File: config.mk
export PLATFORM = sky130hd
export DESIGN_NAME = padattr_ctrl
export DESIGN_NICKNAME = d
export VERILOG_FILES = /design/src/rtl/padattr_ctrl.sv
export SDC_FILE = /design/constraint.sdc
export NUM_CORES = 1
export LEC_CHECK = 0
export BUFFER_PORTS_ARGS = -buffer_cell sky130_fd_sc_hd__buf_4
export CAP_MARGIN = 10
export CORE_ASPECT_RATIO = 1.5
export CORE_UTILIZATION = 50
export DETAILED_ROUTE_END_ITERATION = 10
export GPL_ROUTABILITY_DRIVEN = 0
export HOLD_SLACK_MARGIN = 0.02
export PLACE_DENSITY = 0.81
export RECOVER_POWER = 25
export SLEW_MARGIN = 20
export SYNTH_ARGS = -nofsm -noshare
export SYNTH_HDL_FRONTEND = slang
export SYNTH_SLANG_ARGS = --single-unit
File: constraint.sdc
create_clock -name clk_i -period 2 [get_ports clk_i]
set_input_delay 0.1 -clock clk_i [delete_from_list [all_inputs] [get_ports clk_i]]
set_output_delay 0.1 -clock clk_i [all_outputs]
set_load 0.01 [all_outputs]
File: src/rtl/padattr_ctrl.sv
// padattr_ctrl: staged per-pad attribute registers with a timed commit to the pad outputs.
// Define PADATTR_CTRL_LOCK_EN to add per-pad sticky locks at 0x80+i (MIO) and 0xC0+j (DIO).
module padattr_ctrl #(
  parameter int unsigned NMioPads     = 16,
  parameter int unsigned NDioPads     = 4,
  parameter int unsigned AttrDw       = 8,
  parameter int unsigned SettleCycles = 4
) (
  input  logic                       clk_i,
  input  logic                       rst_ni,
  input  logic                       reg_req_i,
  input  logic                       reg_we_i,
  input  logic [7:0]                 reg_addr_i,
  input  logic [31:0]                reg_wdata_i,
  output logic                       reg_rvalid_o,
  output logic [31:0]                reg_rdata_o,
  output logic                       reg_err_o,
  output logic [NMioPads*AttrDw-1:0] mio_attr_o,
  output logic [NDioPads*AttrDw-1:0] dio_attr_o,
  output logic                       busy_o
);

  typedef enum logic [1:0] {IDLE, SETTLE, APPLY} state_e;

  state_e              state_q, state_d;
  logic [7:0]          cnt_q, cnt_d;
  logic                apply;
  logic                commit;

  logic [AttrDw-1:0]   mio_stage_q [NMioPads];
  logic [AttrDw-1:0]   dio_stage_q [NDioPads];
  logic [NMioPads-1:0] mio_locked, mio_we;
  logic [NDioPads-1:0] dio_locked, dio_we;

  logic                rsp_err;
  logic [31:0]         rsp_rdata;

  logic [1:0]          region;
  logic [5:0]          idx;
  logic                is_ctrl;
  logic                unused_wdata;

  assign region       = reg_addr_i[7:6];
  assign idx          = reg_addr_i[5:0];
  assign is_ctrl      = (reg_addr_i == 8'hFF);
  assign unused_wdata = ^reg_wdata_i;

`ifdef PADATTR_CTRL_LOCK_EN
  logic [NMioPads-1:0] mio_lock_q, mio_lock_set;
  logic [NDioPads-1:0] dio_lock_q, dio_lock_set;

  assign mio_locked = mio_lock_q;
  assign dio_locked = dio_lock_q;

  // Locks are sticky: only reset clears them.
  always_ff @(posedge clk_i or negedge rst_ni) begin
    if (!rst_ni) begin
      mio_lock_q <= '0;
      dio_lock_q <= '0;
    end else begin
      mio_lock_q <= mio_lock_q | mio_lock_set;
      dio_lock_q <= dio_lock_q | dio_lock_set;
    end
  end
`else
  assign mio_locked = '0;
  assign dio_locked = '0;
`endif

  // Register access decode; 0xFF takes priority over the DIO lock window.
  always_comb begin
    rsp_err   = 1'b0;
    rsp_rdata = '0;
    mio_we    = '0;
    dio_we    = '0;
    commit    = 1'b0;
`ifdef PADATTR_CTRL_LOCK_EN
    mio_lock_set = '0;
    dio_lock_set = '0;
`endif
    if (reg_req_i) begin
      if (is_ctrl) begin
        if (!reg_we_i)   rsp_rdata = {30'b0, apply, busy_o};
        else if (busy_o) rsp_err   = 1'b1;
        else             commit    = reg_wdata_i[0];
      end else if (region == 2'd0 && 32'(idx) < NMioPads) begin
        for (int unsigned i = 0; i < NMioPads; i++) begin
          if (32'(idx) == i) begin
            if (!reg_we_i)                   rsp_rdata[AttrDw-1:0] = mio_stage_q[i];
            else if (busy_o || mio_locked[i]) rsp_err = 1'b1;
            else                             mio_we[i] = 1'b1;
          end
        end
      end else if (region == 2'd1 && 32'(idx) < NDioPads) begin
        for (int unsigned j = 0; j < NDioPads; j++) begin
          if (32'(idx) == j) begin
            if (!reg_we_i)                   rsp_rdata[AttrDw-1:0] = dio_stage_q[j];
            else if (busy_o || dio_locked[j]) rsp_err = 1'b1;
            else                             dio_we[j] = 1'b1;
          end
        end
      end
`ifdef PADATTR_CTRL_LOCK_EN
      else if (region == 2'd2 && 32'(idx) < NMioPads) begin
        for (int unsigned i = 0; i < NMioPads; i++) begin
          if (32'(idx) == i) begin
            if (!reg_we_i) rsp_rdata[0]    = mio_lock_q[i];
            else           mio_lock_set[i] = reg_wdata_i[0];
          end
        end
      end else if (region == 2'd3 && 32'(idx) < NDioPads) begin
        for (int unsigned j = 0; j < NDioPads; j++) begin
          if (32'(idx) == j) begin
            if (!reg_we_i) rsp_rdata[0]    = dio_lock_q[j];
            else           dio_lock_set[j] = reg_wdata_i[0];
          end
        end
      end
`endif
      else begin
        rsp_err = 1'b1;
      end
    end
  end

  always_ff @(posedge clk_i or negedge rst_ni) begin
    if (!rst_ni) begin
      state_q <= IDLE;
      cnt_q   <= '0;
    end else begin
      state_q <= state_d;
      cnt_q   <= cnt_d;
    end
  end

  always_comb begin
    state_d = state_q;
    cnt_d   = cnt_q;
    case (state_q)
      IDLE: begin
        if (commit) begin
          state_d = SETTLE;
          cnt_d   = 8'(SettleCycles - 1);
        end
      end
      SETTLE: begin
        if (cnt_q == '0) state_d = APPLY;
        else             cnt_d   = cnt_q - 8'd1;
      end
      APPLY:   state_d = IDLE;
      default: state_d = IDLE;
    endcase
  end

  always_comb begin
    busy_o = (state_q != IDLE);
    apply  = (state_q == APPLY);
  end

  always_ff @(posedge clk_i or negedge rst_ni) begin
    if (!rst_ni) begin
      for (int unsigned i = 0; i < NMioPads; i++) mio_stage_q[i] <= '0;
      for (int unsigned j = 0; j < NDioPads; j++) dio_stage_q[j] <= '0;
    end else begin
      for (int unsigned i = 0; i < NMioPads; i++)
        if (mio_we[i]) mio_stage_q[i] <= reg_wdata_i[AttrDw-1:0];
      for (int unsigned j = 0; j < NDioPads; j++)
        if (dio_we[j]) dio_stage_q[j] <= reg_wdata_i[AttrDw-1:0];
    end
  end

  always_ff @(posedge clk_i or negedge rst_ni) begin
    if (!rst_ni) begin
      mio_attr_o <= '0;
      dio_attr_o <= '0;
    end else if (apply) begin
      for (int unsigned i = 0; i < NMioPads; i++)
        mio_attr_o[i*AttrDw +: AttrDw] <= mio_stage_q[i];
      for (int unsigned j = 0; j < NDioPads; j++)
        dio_attr_o[j*AttrDw +: AttrDw] <= dio_stage_q[j];
    end
  end

  always_ff @(posedge clk_i or negedge rst_ni) begin
    if (!rst_ni) begin
      reg_rvalid_o <= 1'b0;
      reg_err_o    <= 1'b0;
      reg_rdata_o  <= '0;
    end else begin
      reg_rvalid_o <= reg_req_i;
      reg_err_o    <= rsp_err;
      reg_rdata_o  <= rsp_rdata;
    end
  end

endmodule

## Yosys cells after proc, flatten, opt, wreduce, memory -nomap -nowiden

Index checks and enable logic that the tools add are counted.

| storage, ports and cells | value |
|---|---|
| bits in registers | 364 |
| bits of input ports | 44 |
| output and inout bits | 195 |

| cells by class | value |
|---|---|
| $add $sub $neg | 1 |
| $lt $le $gt $ge | 2 |
| equality and inequality tests | 22 |
| muxes and demuxes | 162 |
| reductions and logical operators | 10 |

Operator list:

| operator | number |
|---|---|
| 8-bit 2-to-1 mux | 57 |
| 1-bit 2-to-1 mux | 92 |
| 6-bit by 4-bit equality test with 1-bit output, second input constant | 8 |
| 16-bit 2-to-1 mux | 3 |
| 32-bit 2-to-1 mux | 1 |
| 6-bit by 3-bit equality test with 1-bit output, second input constant | 4 |
| 4-bit 2-to-1 mux | 4 |
| 8-bit one-hot mux with 2 select lines | 1 |
| 6-bit by 2-bit equality test with 1-bit output, second input constant | 2 |
| 8-bit equality test, second input constant | 1 |
| 8-bit logical NOT | 1 |
| 8-bit by 1-bit subtractor with 8-bit output, second input constant | 1 |
| 6-bit by 1-bit equality test with 1-bit output, second input constant | 1 |
| 6-bit logical NOT | 1 |
| 6-bit by 3-bit < comparator with 1-bit output, second input constant | 1 |
| 6-bit by 5-bit < comparator with 1-bit output, second input constant | 1 |
| 2-bit 2-to-1 mux | 3 |
| 2-bit != test, second input constant | 3 |
| 2-bit by 1-bit equality test with 1-bit output, second input constant | 2 |
| 2-bit logical NOT | 2 |
| 2-bit one-hot mux with 2 select lines | 1 |
| 2-bit nonzero test | 2 |
| 3-bit AND reduction | 1 |
| 2-bit equality test, second input constant | 1 |
| 2 further kinds | 3 |

## Longest topological paths before layout

Gate-level depths: netlist of run 1.

| logic depth | value |
|---|---|
| depth in word-level cells | 64 |
| gate-level depth with buffers | 8 |

## Worst setup path before layout of run 1

Ideal clock, no wire load.

| path | value |
|---|---|
| path type | input-to-reg |
| start | in reg_addr_i[0] |
| end | reg mio_stage_q[104] (netlist name) |
| library setup time | 0.125 ns |
| data arrival time | 1.768 ns |
| required time | 1.875 ns |
| slack | 0.108 ns |
| stages | 7 |
| cell sequence | buf_6 > or4b_1 > buf_2 > nor3_4 > and2_1 > buf_4 > mux2_2 |

| on the way | value |
|---|---|
| cells in the longest elaborated chain, start to end | 5 |
| elaborated cells on any way between the ends | 8 |
| those cells by class | order compare (1); eq/ne (2); mux (4); reduce/logical (1) |

RTL lines:

| what | line | text |
|---|---|---|
| from (decl) | 13 | `input logic [7:0] reg_addr_i,` |
| 6-bit by 5-bit < comparator with 1-bit output or 6-bit by 2-bit equality test with 1-bit output (tied branches) | 86, 88 |  |
| 1-bit logical AND or 1-bit 2-to-1 mux (tied branches) | 86, 88 |  |
| 16-bit 2-to-1 mux | 86 | `end else if (region == 2'd0 && 32'(idx) < NMioPads) begin` |
| 16-bit 2-to-1 mux (*) | 82 | `if (is_ctrl) begin` |
| 16-bit 2-to-1 mux (*) | 81 | `if (reg_req_i) begin` |
| to (signal, indexed assignment) | 166 | `if (mio_we[i]) mio_stage_q[i] <= reg_wdata_i[AttrDw-1:0];` |
| to (decl) | 30 | `logic [AttrDw-1:0] mio_stage_q [NMioPads];` |

Mark *: on every way between the ends. The rest lies on a longest branch, timed or not.
A chain may end at the register's enable or synchronous reset.

## Worst setup path after layout of run 1

| path | value |
|---|---|
| start | reg mio_stage_q[122] (netlist name) |
| end | reg reg_rdata_o[2] |

| on the way | value |
|---|---|
| cells in the longest elaborated chain, start to end | 47 |

RTL lines:

| what | line | text |
|---|---|---|
| 8-bit 2-to-1 mux (*) | 89 | `if (!reg_we_i) rsp_rdata[AttrDw-1:0] = mio_stage_q[i];` |
| 8-bit 2-to-1 mux (*) | 88 | `if (32'(idx) == i) begin` |
| 8-bit 2-to-1 mux | 89 |  |
| 8-bit 2-to-1 mux (*) | 88 |  |
| 8-bit 2-to-1 mux (*) (3 in series) | - |  |
| 8-bit 2-to-1 mux | 89 |  |
| 8-bit 2-to-1 mux (*) | 88 |  |
| 8-bit 2-to-1 mux | 89 |  |
| (+30 left out) | - |  |
| 8-bit 2-to-1 mux | 89 |  |
| 8-bit 2-to-1 mux (*) | 88 |  |
| 8-bit 2-to-1 mux | 89 |  |
| 8-bit 2-to-1 mux (*) | 88 |  |
| 8-bit 2-to-1 mux (*) | 86 |  |
| 8-bit 2-to-1 mux (*) | 82 |  |
| 32-bit 2-to-1 mux (*) | 81 |  |
| via rsp_rdata[2] | 36 | `logic [31:0] rsp_rdata;` |
| to (signal assigned) | 192 | `reg_rdata_o <= rsp_rdata;` |
| to (decl) | 16 | `output logic [31:0] reg_rdata_o,` |

Mark *: on every way through the listed nets, which the timed path passes. The rest lies on a longest branch. The select of a mux whose other input is x is not followed.

==> run_results.csv, run 1 <==
group,metric,value,unit
global_route,grt_max_degree,70,
clock_tree,htree_levels,1,
place,dpl.cell_count,1685,
flow_run,maxCapViolations,1,
drt,wl,38800,um
min_path,min_path_type,"in -> reg",
pwr,power-per-cell-area,732,mW/mm^2
synth,syn_inst,1099,
global_route,grt_use_met1,0.331,
finish,utilization,0.623,
critical_path,cp_num_buf_inv,0,
global_route,grt_use_met2,0.434,
sta,fin_crit_sh,0.979,
critical_path,endpoint_kind,"flop",
sta,post-route-min-period,1960,ps
die,start_util,0.510,
clock_tree,cts.path.max_buffers,3,
die,floorplan.die_area,0.0308,mm^2
drt,antenna_left,0,
clock_tree,clockRootBuffer,"clkbuf_16",
global_route,grt_util_all_layers,0.259,
synth,ys_types,64,
sta,timing.final.hold_violations,0,
critical_path,path_cells,"nor3b_1 > o211ai_1 > a2111oi_2 > o2111ai_1 > a211oi_2",
die,die_h,214,um
critical_path,required,2480,ps
sta,drv_slew,50,
die,coreArea,0.0295,mm^2
place,io_buffers,190,
finish,instances_no_fill,1742,
critical_path,critPathKind,"reg -> reg",
synth,ys.warnings.count,0,
critical_path,cp_max_fo,3,
synth,synth_area,0.0150,mm^2
global_route,use_met3,0.0317,
clock_tree,clock_latency,570,ps
synth,synthFlopType,"dfrtp_1",
sta,fmax,0.511,GHz
synth,synth_commonest_cells,"mux2_2 (341), dfrtp_1 (340), clkbuf_1 (46)",
sta,hold_slack,32.8,ps
die,ios,239,
sta,grt_setup_unrepaired,"no",
clock_tree,post-cts-setup-buffers,0,
clock_tree,cts.reportedPaths.clkPinSlew,70,ps
global_route,antenna_found_initial,1,
synth,synth_area_leaders,"dfrtp_1 (57%), mux2_2 (26%), buf_4 (1.2%), clkbuf_1 (1.1%), o21ai_0 (1.0%)",
drt,wl_per_cell,22.2,um
die,num_rows,77,
synth,ys_ff_latch,340,
clock_tree,numCtsBuffers,30,
global_route,grt_pass1_wl,60200,um
synth,synth_top_area_cell,"dfrtp_1",
status,violations,"capacitance limit, slew limit",
synth,synth_most_common_cell,"mux2_2",
synth,async_flop_share,1.00,
pwr,ir_drop,571,uV
pwr,p_total,0.0134,W
drt,dr_total_vias,10100,
critical_path,slowest_stage,"dfrtp_1",
synth,yosys.area.top_type_share,0.566,
global_route,grt_pass1_vias,10400,
sta,setup_viol,0,
finish,area_growth,22.1,%
clock_tree,cts_tree,"yes",
clock_tree,cts_sinks,340,
finish,layout-drive-gt1-share,0.520,
critical_path,r2r_slack,40,ps
sta,fin_skew,12.4,ps
global_route,busiest_layer,"met2",
place,place_hpwl,27500,um
critical_path,cpPeakStageDelay,410,ps
sta,maxSlewHeadroom,-0.00245,
finish,nets,1373,
drt,vias_per_cell,5.79,
synth,synth-edff-count,0,
pwr,p_leak,9.29,nW
drt,drt-pass1-iter-count,6,
synth,ys_seq_area_frac,0.566,
die,die_w,144,um
global_route,grt_remaining_overflow,0,
critical_path,cp_top_family,"compound AO/OA/AOI/OAI gates",
critical_path,start_kind,"flop",
drt,drtIter0Drc,780,
drt,drc,0,
status,status,"complete, but fails checks",
critical_path,worst_ep_arrival_time,2440,ps
sta,worstMarginPinSlew,1500,ps
synth,syn_area_per_cell,13.7,um^2
==> routing by layer <==
| layer | share of wire | routed length [um] |
|---|---|---|
| met2 | 0.51 | 19600 |
| met1 | 0.39 | 15100 |
| met3 | 0.056 | 2160 |
| met4 | 0.049 | 1880 |
| met5 | 0 | 0 |
==> registers in the layout, indices dropped and copies added (netlist names) <==
| register | count |
|---|---|
| state_q | 2 |
| mio_attr_o | 128 |
| reg_rdata_o | 8 |
| mio_stage_q | 128 |
| dio_attr_o | 32 |
| cnt_q | 8 |
| reg_rvalid_o | 1 |
| dio_stage_q | 32 |
| reg_err_o | 1 |
==> per-stage QoR <==
stage,instance area [um^2],setup TNS [ps],setup slack (ps)
6_report,18400,0,42.6
5_1_grt,18400,0,5.47
3_3_place_gp,17300,-567,-138
2_1_floorplan,15100,0,108
3_5_place_dp,17300,-761,-202
4_1_cts,18400,0,22.2
==> logic make-up after synthesis <==
logic type                 Yosys count  share of synthesized area
and+or+nand+nor                    168                     0.0697
adders and majority gates            2                    0.00166
muxes                              351                      0.265
AOI/OAI and AO/OA                  126                     0.0587
DFF                                340                      0.566
buffers and inverters              105                     0.0358
xor gates and xnor gates             6                    0.00350
other                                1                   0.000249
==> tightest hold or removal path, delay by kind of cell <==
family	cells	cell delay, ps
AND/OR/NAND/NOR	3	330
buffers and inverters	1	130
==> worst paths after layout <==
path,startpoint,to,cells past startpoint
max,mio_stage_q[122]$_DFFE_PN0P_,reg_rdata_o[2]$_DFF_PN0_,5
min reg2reg,cnt_q[0]$_DFFE_PN0P_,cnt_q[0]$_DFFE_PN0P_,1
max in group asynchronous,rst_ni,mio_stage_q[84]$_DFFE_PN0P_,3
min in group asynchronous,rst_ni,mio_stage_q[90]$_DFFE_PN0P_,2
min,reg_addr_i[6],cnt_q[6]$_DFFE_PN0P_,4
max reg2reg,mio_stage_q[122]$_DFFE_PN0P_,reg_rdata_o[2]$_DFF_PN0_,5
==> final cells by class <==
class	count	area [um^2]
Tap cell	395	494
Clock buffer	41	883
Timing Repair Buffer	272	2250
Multi-Input combinational cell	677	6110
Fill cell	2228	11100
Inverter	6	22.5
Clock inverter	10	93.8
Antenna cell	1	2.50
Sequential cell	340	8510
==> placed cells by master (no fill, tap or decap), types with 14 or more instances in the layout <==
cell and count:
clkbuf_16 31, conb_1 24, nor2_1 34, o21ai_0 30
dfrtp_1 340, buf_12 16, nand2_1 19, mux2_2 341
nor3_1 21, o211ai_1 14, buf_4 244
==> report_power, final <==
| group | internal (W) | switching [W] | leakage (nW) |
|---|---|---|---|
| logic | 0.000223 | 0.000482 | 4.09 |
| clock network | 0.00321 | 0.00251 | 0.475 |
| registers | 0.00694 | 0.0000689 | 4.73 |
| total | 0.0104 | 0.00306 | 9.29 |
==> what timing repair did <==
action	in CTS	in global routing
hold buffers	5	0
setup endpoints to repair	4	25
gates resized for setup	5	5
endpoints found under the hold margin	345	0
(Power assumes the default switching activity.)
==> run 2, diff against run 1 <==
--- a/config.mk
+++ b/config.mk
@@ -9,6 +9,7 @@
 export CAP_MARGIN = 10
 export CORE_ASPECT_RATIO = 1.5
 export CORE_UTILIZATION = 50
+export CTS_BUF_LIST = sky130_fd_sc_hd__clkbuf_2 sky130_fd_sc_hd__clkbuf_4 sky130_fd_sc_hd__clkbuf_8
 export DETAILED_ROUTE_END_ITERATION = 10
 export GPL_ROUTABILITY_DRIVEN = 0
 export HOLD_SLACK_MARGIN = 0.02
==> run 2 against run 1 <==
  * Die area is the same
  * Critical path depth grew 3
  * Clock-buffer cell count grew 31
  * Wire length grew 0.90%
  * Global-route usage grew 0.19 points
  * Setup slack lost 22 ps
  * The run now ends clean
  * First-iteration DRC count shrank 12%
==> run_results.csv, run 2 (synthesis results as in run 1) <==
group,metric,value,unit
status,status,"completed",
sta,fin_crit_sh,0.990,
critical_path,r2r-end,"reg_rdata_o[4]$_DFF_PN0_",
global_route,grt_pass1_wl,60400,um
die,start_util,0.510,
critical_path,r2r-start,"mio_stage_q[124]$_DFFE_PN0P_",
sta,post-route-min-period,1980,ps
sta,timing.final.hold_violations,0,
critical_path,r2r_slack,70,ps
pwr,p_leak,9.42,nW
global_route,grt_max_degree,70,
drt,wl_per_cell,22.0,um
critical_path,endpoint,"reg_rdata_o[4]$_DFF_PN0_",
clock_tree,cts.reportedPaths.clkPinSlew,70,ps
sta,tns,0,ps
clock_tree,cts.path.max_buffers,3,
critical_path,cp_max_fo,14,
clock_tree,cts_tree,"yes",
critical_path,critPathKind,"in -> reg",
drt,drc,0,
die,die_w,144,um
critical_path,required,2440,ps
finish,instances_no_fill,1781,
global_route,antenna_found_initial,1,
die,ios,239,
global_route,grt_pass1_vias,10500,
finish,utilization,0.628,
pwr,power-per-cell-area,732,mW/mm^2
die,die_h,214,um
drt,vias_per_cell,5.71,
sta,fin_skew,14.2,ps
flow_run,maxCapViolations,0,
place,place_hpwl,27500,um
clock_tree,cts_sinks,340,
finish,top_regs,"mio_attr_o (128), mio_stage_q (128)",
clock_tree,clockRootBuffer,"clkbuf_8",
die,floorplan.die_area,0.0308,mm^2
critical_path,crit_start,"reg_we_i",
global_route,grt_remaining_overflow,0,
critical_path,endpoint_kind,"flop",
drt,drtIter0Drc,683,
finish,final_cell_mix,"mux2_2 (341), dfrtp_1 (340), buf_4 (245), clkbuf_8 (62), nor2_1 (33)",
sta,maxSlewHeadroom,0.00435,
global_route,grt_util_all_layers,0.261,
place,dpl.cell_count,1685,
critical_path,reg2reg_depth,5,
pwr,ir_drop,381,uV
clock_tree,clock_latency,580,ps
finish,final_common_cell,"mux2_2",
die,coreArea,0.0295,mm^2
finish,fillers,2243,
clock_tree,numCtsBuffers,48,
sta,setup_viol,0,
sta,fmax,0.505,GHz
clock_tree,htree_levels,2,
sta,worstMarginPinSlew,1490,ps
min_path,min_path_type,"in -> reg",
finish,layout-drive-gt1-share,0.535,
place,io_buffers,190,
drt,antenna_left,0,
die,num_rows,77,
min_path,min_path_cells,2,
finish,nets,1395,
drt,wl,39100,um
finish,area_growth,23.1,%
critical_path,worst_ep_arrival_time,2420,ps
critical_path,start_kind,"primary input",
sta,drv_slew,0,
drt,drt-pass1-iter-count,7,
drt,dr_total_vias,10200,
==> run 2: worst min-delay path by stage <==
stage,slack (ps),endpoint,startpoint
4_1_cts,20,mio_stage_q[105]$_DFFE_PN0P_,reg_wdata_i[1]
3_5_place_dp,50,mio_stage_q[90]$_DFFE_PN0P_,rst_ni
6_report,50,mio_stage_q[1]$_DFFE_PN0P_,reg_wdata_i[1]
2_1_floorplan,-200,cnt_q[0]$_DFFE_PN0P_,rst_ni
3_3_place_gp,60,mio_stage_q[92]$_DFFE_PN0P_,rst_ni
5_1_grt,30,mio_stage_q[105]$_DFFE_PN0P_,reg_wdata_i[1]
==> run 2: layout make-up <==
| class | instances | area, um^2 | area share |
|---|---|---|---|
| sequential | 340 | 8510 | 0.460 |
| clock inverter | 13 | 118 | 0.00636 |
| clock buffer | 72 | 928 | 0.0502 |
| tap | 395 | 494 | 0.0267 |
| multi-input combinational | 677 | 6130 | 0.331 |
| antenna | 2 | 5.00 | 0.000270 |
| inverter | 6 | 22.5 | 0.00122 |
| timing repair buffer | 276 | 2300 | 0.124 |
==> run 2: stage by stage <==
step,hold slack [ps],setup slack (ps),cell area (um^2),total power [W]
after detailed placement,54.0,-202,17300,0.00783
after floorplan,-196,108,15100,0.00749
after global routing,26.0,-11.1,18500,0.0140
final,54.0,20.8,18500,0.0135
after global placement,56.2,-138,17300,0.00781
after CTS,20.0,1.69,18500,0.0137
==> run 2: what timing repair did <==
item	CTS	global route
setup buffers	0	1
resized for setup	5	10
hold endpoints to repair	376	0
pin swaps	0	1
hold buffers	8	0
setup endpoints to repair	4	31
==> run 2: power breakdown <==
| group | internal (W) | switching [W] | total (W) |
|---|---|---|---|
| logic | 0.000230 | 0.000490 | 0.000720 |
| clock network | 0.00323 | 0.00259 | 0.00581 |
| registers | 0.00694 | 0.0000695 | 0.00701 |
| total | 0.0104 | 0.00314 | 0.0135 |
==> run 2: critical path: stages <==
cell and delay [ps]:
dlygate4sd3_1 560, buf_4 210, or3b_2 560, nor3_1 170
buf_4 180, a2111oi_2 70, o2111ai_1 440, a211oi_2 130
==> run 2: metal layers <==
metal | wire length (um) | global-route usage | vias to the layer above
met3 | 2110 | 0.0415 | 110
li1 | - | - | 4481
met5 | 0 | 0 | -
met4 | 1960 | 0.138 | 0
met1 | 15200 | 0.324 | 5161
met2 | 19800 | 0.434 | 413
==> run 3, diff against run 2 <==
==> constraint.sdc (replaced) <==
create_clock -name clk_i -period 1.9 [get_ports clk_i]
set_input_delay 0.095 -clock clk_i [delete_from_list [all_inputs] [get_ports clk_i]]
set_output_delay 0.095 -clock clk_i [all_outputs]
set_load 0.01 [all_outputs]
==> run 3 against run 2 <==
  * First-iteration DRC count decreased by 1.9%
  * Non-clock buffer count increased by 22
  * Highest routed layer unchanged
  * Via count increased by 2.6%
==> run_results.csv, run 3 (synthesis results as in run 1) <==
group,metric,value,unit
critical_path,cp_max_fo,3,
sta,fmax,0.534,GHz
sta,setup_ws,28.9,ps
global_route,grt_pass1_wl,61500,um
global_route,grt_max_degree,64,
drt,antenna_left,0,
drt,wl,39900,um
drt,dr_total_vias,10400,
critical_path,worst_ep_arrival_time,2370,ps
flow_run,maxCapViolations,0,
clock_tree,cts_tree,"yes",
die,floorplan.die_area,0.0308,mm^2
global_route,grt_util_all_layers,0.265,
place,dpl_worst_slack,-359,ps
finish,layout-drive-gt1-share,0.542,
critical_path,r2r-start,"mio_stage_q[125]$_DFFE_PN0P_",
place,place_hpwl,28000,um
pwr,p_leak,9.52,nW
die,num_rows,77,
critical_path,critPathKind,"reg -> reg",
clock_tree,clock_latency,590,ps
clock_tree,cts.path.max_buffers,3,
clock_tree,numCtsBuffers,48,
min_path,min_from,"reg_addr_i[5]",
die,die_w,144,um
clock_tree,htree_levels,2,
global_route,grt_pass1_vias,10900,
die,coreArea,0.0295,mm^2
finish,final_cell_mix,"mux2_2 (341), dfrtp_1 (339), buf_4 (258), clkbuf_8 (63), nor2_1 (33)",
drt,drt-pass1-iter-count,5,
finish,area_growth,24.8,%
sta,post-route-min-period,1870,ps
sta,worstMarginPinSlew,1430,ps
sta,setup_viol,0,
drt,wl_per_cell,22.1,um
critical_path,required,2400,ps
finish,instances_no_fill,1800,
die,start_util,0.510,
sta,drv_slew,0,
sta,timing.final.hold_violations,0,
die,ios,239,
clock_tree,cts.reportedPaths.clkPinSlew,70,ps
global_route,grt_remaining_overflow,0,
sta,fin_crit_sh,0.985,
finish,nets,1417,
drt,drc,0,
status,status,"completed",
global_route,antenna_found_initial,0,
sta,maxSlewHeadroom,0.0482,
clock_tree,clockRootBuffer,"clkbuf_8",
drt,drtIter0Drc,670,
place,dpl.cell_count,1703,
drt,vias_per_cell,5.80,
finish,top_regs,"mio_attr_o (128), mio_stage_q (128)",
clock_tree,cts_sinks,340,
critical_path,start_kind,"flop",
place,io_buffers,190,
die,die_h,214,um
min_path,min_path_type,"in -> reg",
critical_path,crit_start,"mio_stage_q[125]$_DFFE_PN0P_",
critical_path,endpoint_kind,"flop",
finish,final_common_cell,"mux2_2",
finish,fillers,2221,
pwr,ir_drop,411,uV
finish,utilization,0.636,
pwr,power-per-cell-area,768,mW/mm^2
sta,fin_skew,18.7,ps
finish,diodes,0,
==> run 3: metal layers <==
metal | global-route usage | share of wire
met4 | 0.146 | 0.053
met1 | 0.324 | 0.38
met3 | 0.0418 | 0.056
met2 | 0.445 | 0.51
met5 | 0 | 0
==> run 3: metrics by stage <==
step                TNS, ps  hold WS, ps  power [W]  area [um^2]
floorplan                 0         -201    0.00789        15100
global placement      -1470         48.0    0.00826        17500
detailed placement    -2720         46.0    0.00829        17500
CTS                       0         20.0     0.0145        18700
global route          -28.6         75.8     0.0148        18800
finish                    0         48.9     0.0144        18800
==> run 3: final timing paths <==
kind	to	slack (ps)	depth (start not counted)
worst max-delay path	reg_rdata_o[5]$_DFF_PN0_	30	5
worst min-delay path	cnt_q[7]$_DFFE_PN0P_	50	4
worst max register to register	reg_rdata_o[5]$_DFF_PN0_	30	5
worst min register to register	cnt_q[0]$_DFFE_PN0P_	500	1
max in group asynchronous	mio_stage_q[49]$_DFFE_PN0P_	270	3
min in group asynchronous	mio_attr_o[52]$_DFFE_PN0N_	380	2
==> run 3: timing repair <==
action	in CTS	in global routing
gates cloned	0	0
pin swaps	0	1
buffers inserted	0	1
setup endpoints to repair	46	136
gates resized for setup	10	11
hold buffers	12	0
endpoints found under the hold margin	429	0
==> run 3: layout make-up <==
cell class / count / area, um^2 / area share
Multi-Input combinational cell: 677 / 6170 / 0.329
Tap cell: 395 / 494 / 0.0263
Sequential cell: 340 / 8510 / 0.454
Clock inverter: 6 / 85.1 / 0.00453
Clock buffer: 78 / 980 / 0.0522
Timing Repair Buffer: 298 / 2500 / 0.133
Inverter: 6 / 22.5 / 0.00120
==> run 3: critical path, cell delays in order (launching register included) <==
cell and delay (ps):
dfrtp_1 410, nor3b_1 230, o211ai_1 140, a2111oi_2 420
o2111ai_1 280, a211oi_1 290
==> run 3: where the power goes <==
group | leakage (nW) | switching [W] | internal (W)
registers | 4.73 | 0.0000757 | 0.00731
logic | 4.24 | 0.000525 | 0.000275
clock network | 0.558 | 0.00271 | 0.00352
total | 9.52 | 0.00331 | 0.0111
